File: src/rtl/floor_call_scheduler.sv
// floor_call_scheduler: debounced floor-call latching with a SCAN up/down scheduler driving a registered target floor.
module floor_call_scheduler #(
  parameter int DEBOUNCE_CYCLES = 4
) (
  input  logic       clk,
  input  logic       rst,
  input  logic [3:0] btn,
  input  logic [1:0] cur_floor,
  input  logic       arrived,
  output logic [1:0] target,
  output logic [3:0] pending,
  output logic       busy
);
  typedef enum logic [1:0] {IDLE, UP, DOWN} state_t;
  state_t     r_state, w_nstate;
  logic [3:0] r_s1, r_s2, r_db, r_db_q, r_pending, w_pending;
  logic [7:0] r_cnt [4];
  logic [1:0] r_target, w_target, w_lo_above, w_hi_below;
  logic       r_busy, w_up, w_dn;
  logic [3:0] w_press, w_here, w_clr, w_drop, w_above, w_below;
  always_comb begin
    w_press    = r_db & ~r_db_q;
    w_here     = 4'd1 << cur_floor;
    w_clr      = {4{arrived}} & w_here;
    w_drop     = w_clr | ({4{r_state == IDLE}} & w_here);
    w_pending  = (r_pending | (w_press & ~w_drop)) & ~w_clr;
    w_below    = r_pending & (w_here - 4'd1);
    w_above    = r_pending & ~(w_here - 4'd1) & ~w_here;
    w_up       = |w_above;
    w_dn       = |w_below;
    w_lo_above = w_above[0] ? 2'd0 : w_above[1] ? 2'd1 : w_above[2] ? 2'd2 : 2'd3;
    w_hi_below = w_below[3] ? 2'd3 : w_below[2] ? 2'd2 : w_below[1] ? 2'd1 : 2'd0;
    w_nstate   = (r_state == DOWN) ? (w_dn ? DOWN : w_up ? UP : IDLE)
                                   : (w_up ? UP : w_dn ? DOWN : IDLE);
    w_target   = (w_nstate == UP) ? w_lo_above : (w_nstate == DOWN) ? w_hi_below : r_target;
  end
  always_ff @(posedge clk) begin
    if (rst) begin
      r_s1      <= '0;
      r_s2      <= '0;
      r_db      <= '0;
      r_db_q    <= '0;
      r_pending <= '0;
      r_state   <= IDLE;
      r_target  <= '0;
      r_busy    <= 1'b0;
      for (int i = 0; i < 4; i++) r_cnt[i] <= '0;
    end else begin
      r_s1      <= btn;
      r_s2      <= r_s1;
      r_db_q    <= r_db;
      r_pending <= w_pending;
      r_state   <= w_nstate;
      r_busy    <= w_nstate != IDLE;
      // only rewrite target on change so the downstream detector never sees a false edge
      if (w_target != r_target) r_target <= w_target;
      for (int i = 0; i < 4; i++) begin
        if (r_s2[i] == r_db[i]) r_cnt[i] <= '0;
        else if (r_cnt[i] == 8'(DEBOUNCE_CYCLES)) begin
          r_db[i]  <= r_s2[i];
          r_cnt[i] <= '0;
        end else r_cnt[i] <= r_cnt[i] + 8'd1;
      end
    end
  end
  assign target  = r_target;
  assign pending = r_pending;
  assign busy    = r_busy;
endmodule

File: config.mk
export PLATFORM = sky130hd
export DESIGN_NAME = floor_call_scheduler
export DESIGN_NICKNAME = d
export VERILOG_FILES = /design/src/rtl/floor_call_scheduler.sv
export SDC_FILE = /design/constraint.sdc
export NUM_CORES = 1
export LEC_CHECK = 0
export ABC_AREA = 1
export CORE_MARGIN = 2
export CORE_UTILIZATION = 40
export CTS_CLUSTER_DIAMETER = 60
export DETAILED_ROUTE_END_ITERATION = 8
export GPL_ROUTABILITY_DRIVEN = 0
export REMOVE_ABC_BUFFERS = 1
export SLEW_MARGIN = 20
export SYNTH_ARGS = -nofsm -noshare
export SYNTH_HDL_FRONTEND = slang
export SYNTH_SLANG_ARGS = --single-unit
File: constraint.sdc
create_clock -name clk -period 1.7 [get_ports clk]
set_input_delay 0.34 -clock clk [delete_from_list [all_inputs] [get_ports clk]]
set_output_delay 0.34 -clock clk [all_outputs]
set_load 0.01 [all_outputs]
* Word-level counts from Yosys, hierarchy flattened
Memories as Yosys holds them, arrays and structs flattened.
Index checks and enable logic that the tools add are counted.
** Word-level totals
- Register bits after elaboration :: 25
- RAM bits :: 32
- Memories kept :: 1
** Memories
- r_cnt :: depth 4, width 8, read ports 4, clocked after memory_dff 0, wr ports 4, line 17 : logic [7:0] r_cnt [4];
** Cells by class
- Add/sub/neg operators :: 5
- Equal/unequal tests :: 12
- Shifts and indexed selects :: 1
- Muxes and demuxes :: 71
- Bitwise gates (word level) :: 31
- Reductions and logical operators :: 8
** Operator list (count)
- $mux W8 :: 12
- $mux W1 :: 49
- $add A8 B1 Y8 const B :: 4
- $and A4 B4 Y4 :: 8
- $eq A8 B3 Y1 const B :: 4
- $mux W2 :: 10
- $not A4 Y4 :: 5
- $or A1 B1 Y1 :: 12
- $or A4 B4 Y4 :: 2
- $reduce_and A2 Y1 :: 4
- $reduce_or A4 Y1 :: 2
- $eq A1 B1 Y1 :: 4
- $eq A2 B2 Y1 const B :: 2
- $not A1 Y1 :: 4
- $shl A1 B2 Y4 const A :: 1
- $sub A4 B1 Y4 const B :: 1
- $eq A2 B1 Y1 const B :: 1
- $logic_not A2 Y1 :: 1
- $ne A2 B2 Y1 :: 1
- $reduce_bool A2 Y1 :: 1

* Depth between registers and ports, before layout
- Depth after elaboration :: 13
- Mapped depth :: 10
- Depth with buffers taken out :: 10

* Worst setup path after synthesis
OpenSTA, ideal clock, no wires.
- Path type :: register -> register
- Start point :: memory r_cnt[2][0]
- End point :: memory r_cnt[2][6], data pin
- Data arrival time :: 1152 ps
- Data required time :: 1447 ps
- Setup slack :: 295 ps
- Stages on the path, launching flop included :: 10
- Path buffers :: 0
- Cells stage by stage :: edfxtp_1 -> inv_1 -> ha_1 -> nand4_1 -> nor2_1 -> nor2_1 -> inv_2 -> a21oi_1 -> o21ai_1 -> inv_1
** RTL lines (line)
- from (decl) :: 17

* Worst setup path after layout
- Start point :: register r_pending[2], in the netlist pending[2]
- End point :: output port pending[2]
** RTL lines
- from (decl) :: line 16 : logic [3:0] r_s1, r_s2, r_db, r_db_q, r_pending, w_pending;
- from (signal assigned) :: line 52 : r_pending <= w_pending;
- to (decl) :: line 11 : output logic [3:0] pending,
No word-level cell between the ends.

==> results.cfg <==
[setup_path]
cp_slowest_cell = clkdlybuf4s50_1
cp_cell_sequence = clkdlybuf4s50_1
crit_required_ns = 1.36
crit_cells = 1
setup.worst_path.end_class = output port
critical_path_class = register to output port
path_buf_inv = 1
critPathArrivalTime_ns = 1.27
ff2ff_path_depth = 9
cp-start-kind = register
max_stage_delay_ns = 0.56
critical_path.top_delay_family = buffers and inverters
crit_fanout = 4

[logic_synthesis]
synthFlopType = edfxtp_1
synth-seq-area-share_pct = 53.5
synth-async-reset-ratio_pct = 0
synth-adder-area-share_pct = 3.66
synth_mux_area_share_pct = 0
synth_most_common_cell = nor2_1
synth_edf_count = 32
avgSynthCellArea_um2 = 8.62
synth_top_family_by_area = simple AND/OR/NAND/NOR gates
yosys.area.top_type = edfxtp_1
netlist_instances = 317
syn-cell-area_um2 = 2730
synth.top_cell.area_share_pct = 35.2
synth_xor_area_share_pct = 2.24
synth_compound_area_share_pct = 8.43
synthTopCellsByCount = nor2_1 (59), inv_1 (49), nand2_1 (39)
netlist_top_cells_area = edfxtp_1 (35%), dfxtp_1 (18%), nor2_1 (8.1%)
synthSimpleGateAreaFrac_pct = 23.3
ys_types = 35
ys_ff_latch = 57
yosys_warnings = 0

[final_layout]
final_core_util_pct = 50.5
final_cell_area_um2 = 3370
area_growth_pct = 23.5
drive_gt1_share_pct = 13.8
antenna_cells = 0
n_fill_cell = 662
fin_nets = 403
fin_cells = 471

[floorplan]
die_y_um = 86.6
ios = 16
rows = 30
die_area_um2 = 7510
fp.dieW_um = 86.6
core_um2 = 6680
start_util_pct = 40.9

[pwr]
power_density_nw_per_um2 = 826
power.leakage_uw = 0.00149
total_power_uw = 2780
max-vdd-ir-drop_mv = 0.351

[clocking]
root_buffer = clkbuf_8
numClockSinks = 57
clock_path_buffers = 2
ctsHoldBuffers = 0
clk-insertion-delay-late_ns = 0.32
clkSlewWorstSetupHoldPaths_ns = 0.06
numCtsBuffers = 9
cts_tree = yes
h-tree-depth = 3

[place]
postPlaceCellArea_um2 = 3190
dp.cells = 453
portBuffers = 15
hpwlAfterDp_mm = 3.35

[run_status]
outcome = finished, final reports clean

[timing]
fmax_mhz = 621
rsz0062_at_grt = no
hold_viol_final = 0
setup_viol = 0
finalCritPeriodShare_pct = 94.7
min_period_ns = 1.61
drv_slew = 0
finalClockSkew_ns = 0.00525

[grt]
grt_pass1_vias = 1924
grt_max_degree = 14
gr-total-overflow = 0
grt_pass1_wl_mm = 7.98
antenna_found_initial = 0
grt_use_total_pct = 13.7

[routing]
post_drt_wl_per_cell_um = 9.73
wirelength_mm = 4.58
vias = 2096
vias_per_cell = 4.45
drc = 0
drt_first_pass_iters = 4
antenna_left = 0
drt-initial-drc-count = 55

[min_path]
whs_path_depth = 2
worstHoldPathType = register to register

[flow_run]
cap_violations = 0
[sequential cells by signal, summed over array words and instances (netlist names)]
register	flops
r_db_q	4
r_cnt	32
target	2
r_db	4
r_state	2
r_s2	4
r_s1	4
busy	1
pending	4
[cell type report]
type,count,area (µm²),share of cell area (%)
flip-flops and latches,57,1460,43.4
multi-input cells,228,1150,34.1
repair buffers,29,268,7.94
inverters,61,229,6.79
clock buffers,11,141,4.19
well taps,80,100,2.97
clock inverters,5,21.3,0.631
[report_power, final]
part,switching [µW],internal (µW)
Clock,504,548
Sequential,33.7,1510
Combinational,108,84.5
Total,646,2140
[worst paths after layout]
path	from	to	slack, ns
min	r_s1[0]	r_s2[0]	0.40
min reg2reg	r_s1[0]	r_s2[0]	0.40
max reg2reg	r_cnt[2][1]	r_cnt[2][6]	0.18
max	pending[2]	pending[2]	0.09
[placed cells by master, fill, tap and decap left out, types with 2 or more instances in the layout]
cell	synthesis	routed
nor2_1	59	58
inv_1	49	49
nand2_1	39	39
edfxtp_1	32	32
conb_1	1	32
dfxtp_1	25	24
a21oi_1	18	18
clkdlybuf4s50_1	0	15
nand3_1	13	13
buf_4	0	13
inv_2	12	12
clkbuf_8	0	10
nor3_1	8	8
ha_1	8	8
o21ai_1	6	6
xor2_1	6	6
nor3b_1	5	5
o21ai_0	5	5
nor2_2	3	4
nand2_2	4	4
nand4_1	3	3
clkinv_1	0	3
a211oi_1	2	2
o211ai_1	2	2
nand3_2	2	2
clkinv_2	0	2
[layer usage]
layer | track usage [%] | vias to the layer above | share of wire [%]
li1 | - | 1134 | -
met1 | 16.7 | 922 | 51
met2 | 21.4 | 29 | 43
met3 | 3.43 | 11 | 2.9
met4 | 9.38 | 0 | 2.6
met5 | 0 | - | 0
[worst register-to-register path, cell delays in order (launching register included)]
cell	delay (ns)
edfxtp_1	0.43
inv_1	0.08
ha_1	0.15
nand4_1	0.11
nor2_2	0.13
nor2_1	0.08
inv_2	0.11
a21oi_1	0.05
o21ai_1	0.07
inv_1	0.04
[cells by family (layout without fill, tap and decap cells)]
family,Yosys count,count (layout)
buffers and inverters,63,106
AND/OR/NAND/NOR,142,142
AO/OA/AOI/OAI,39,39
flip-flops,57,57
adder cells (fa/ha/maj),8,8
other,1,32
XOR/XNOR,7,7
[repair_timing]
action / 4_1_cts / 5_1_grt
setup buffers: 0 / 2
hold endpoints to repair: 0 / 0
resized for setup: 0 / 2
endpoints found under the setup margin: 0 / 2
[per-stage QoR]
| step | worst slack, ns | hold slack, ns | setup TNS [ns] |
|---|---|---|---|
| floorplan | 0.295 | 0.388 | 0 |
| global placement | -0.0712 | 0.391 | -0.146 |
| detailed placement | -0.0996 | 0.393 | -0.277 |
| CTS | 0.0374 | 0.405 | 0 |
| global route | 0.0301 | 0.416 | 0 |
| finish | 0.0899 | 0.402 | 0 |
(Power assumes the default switching activity.)
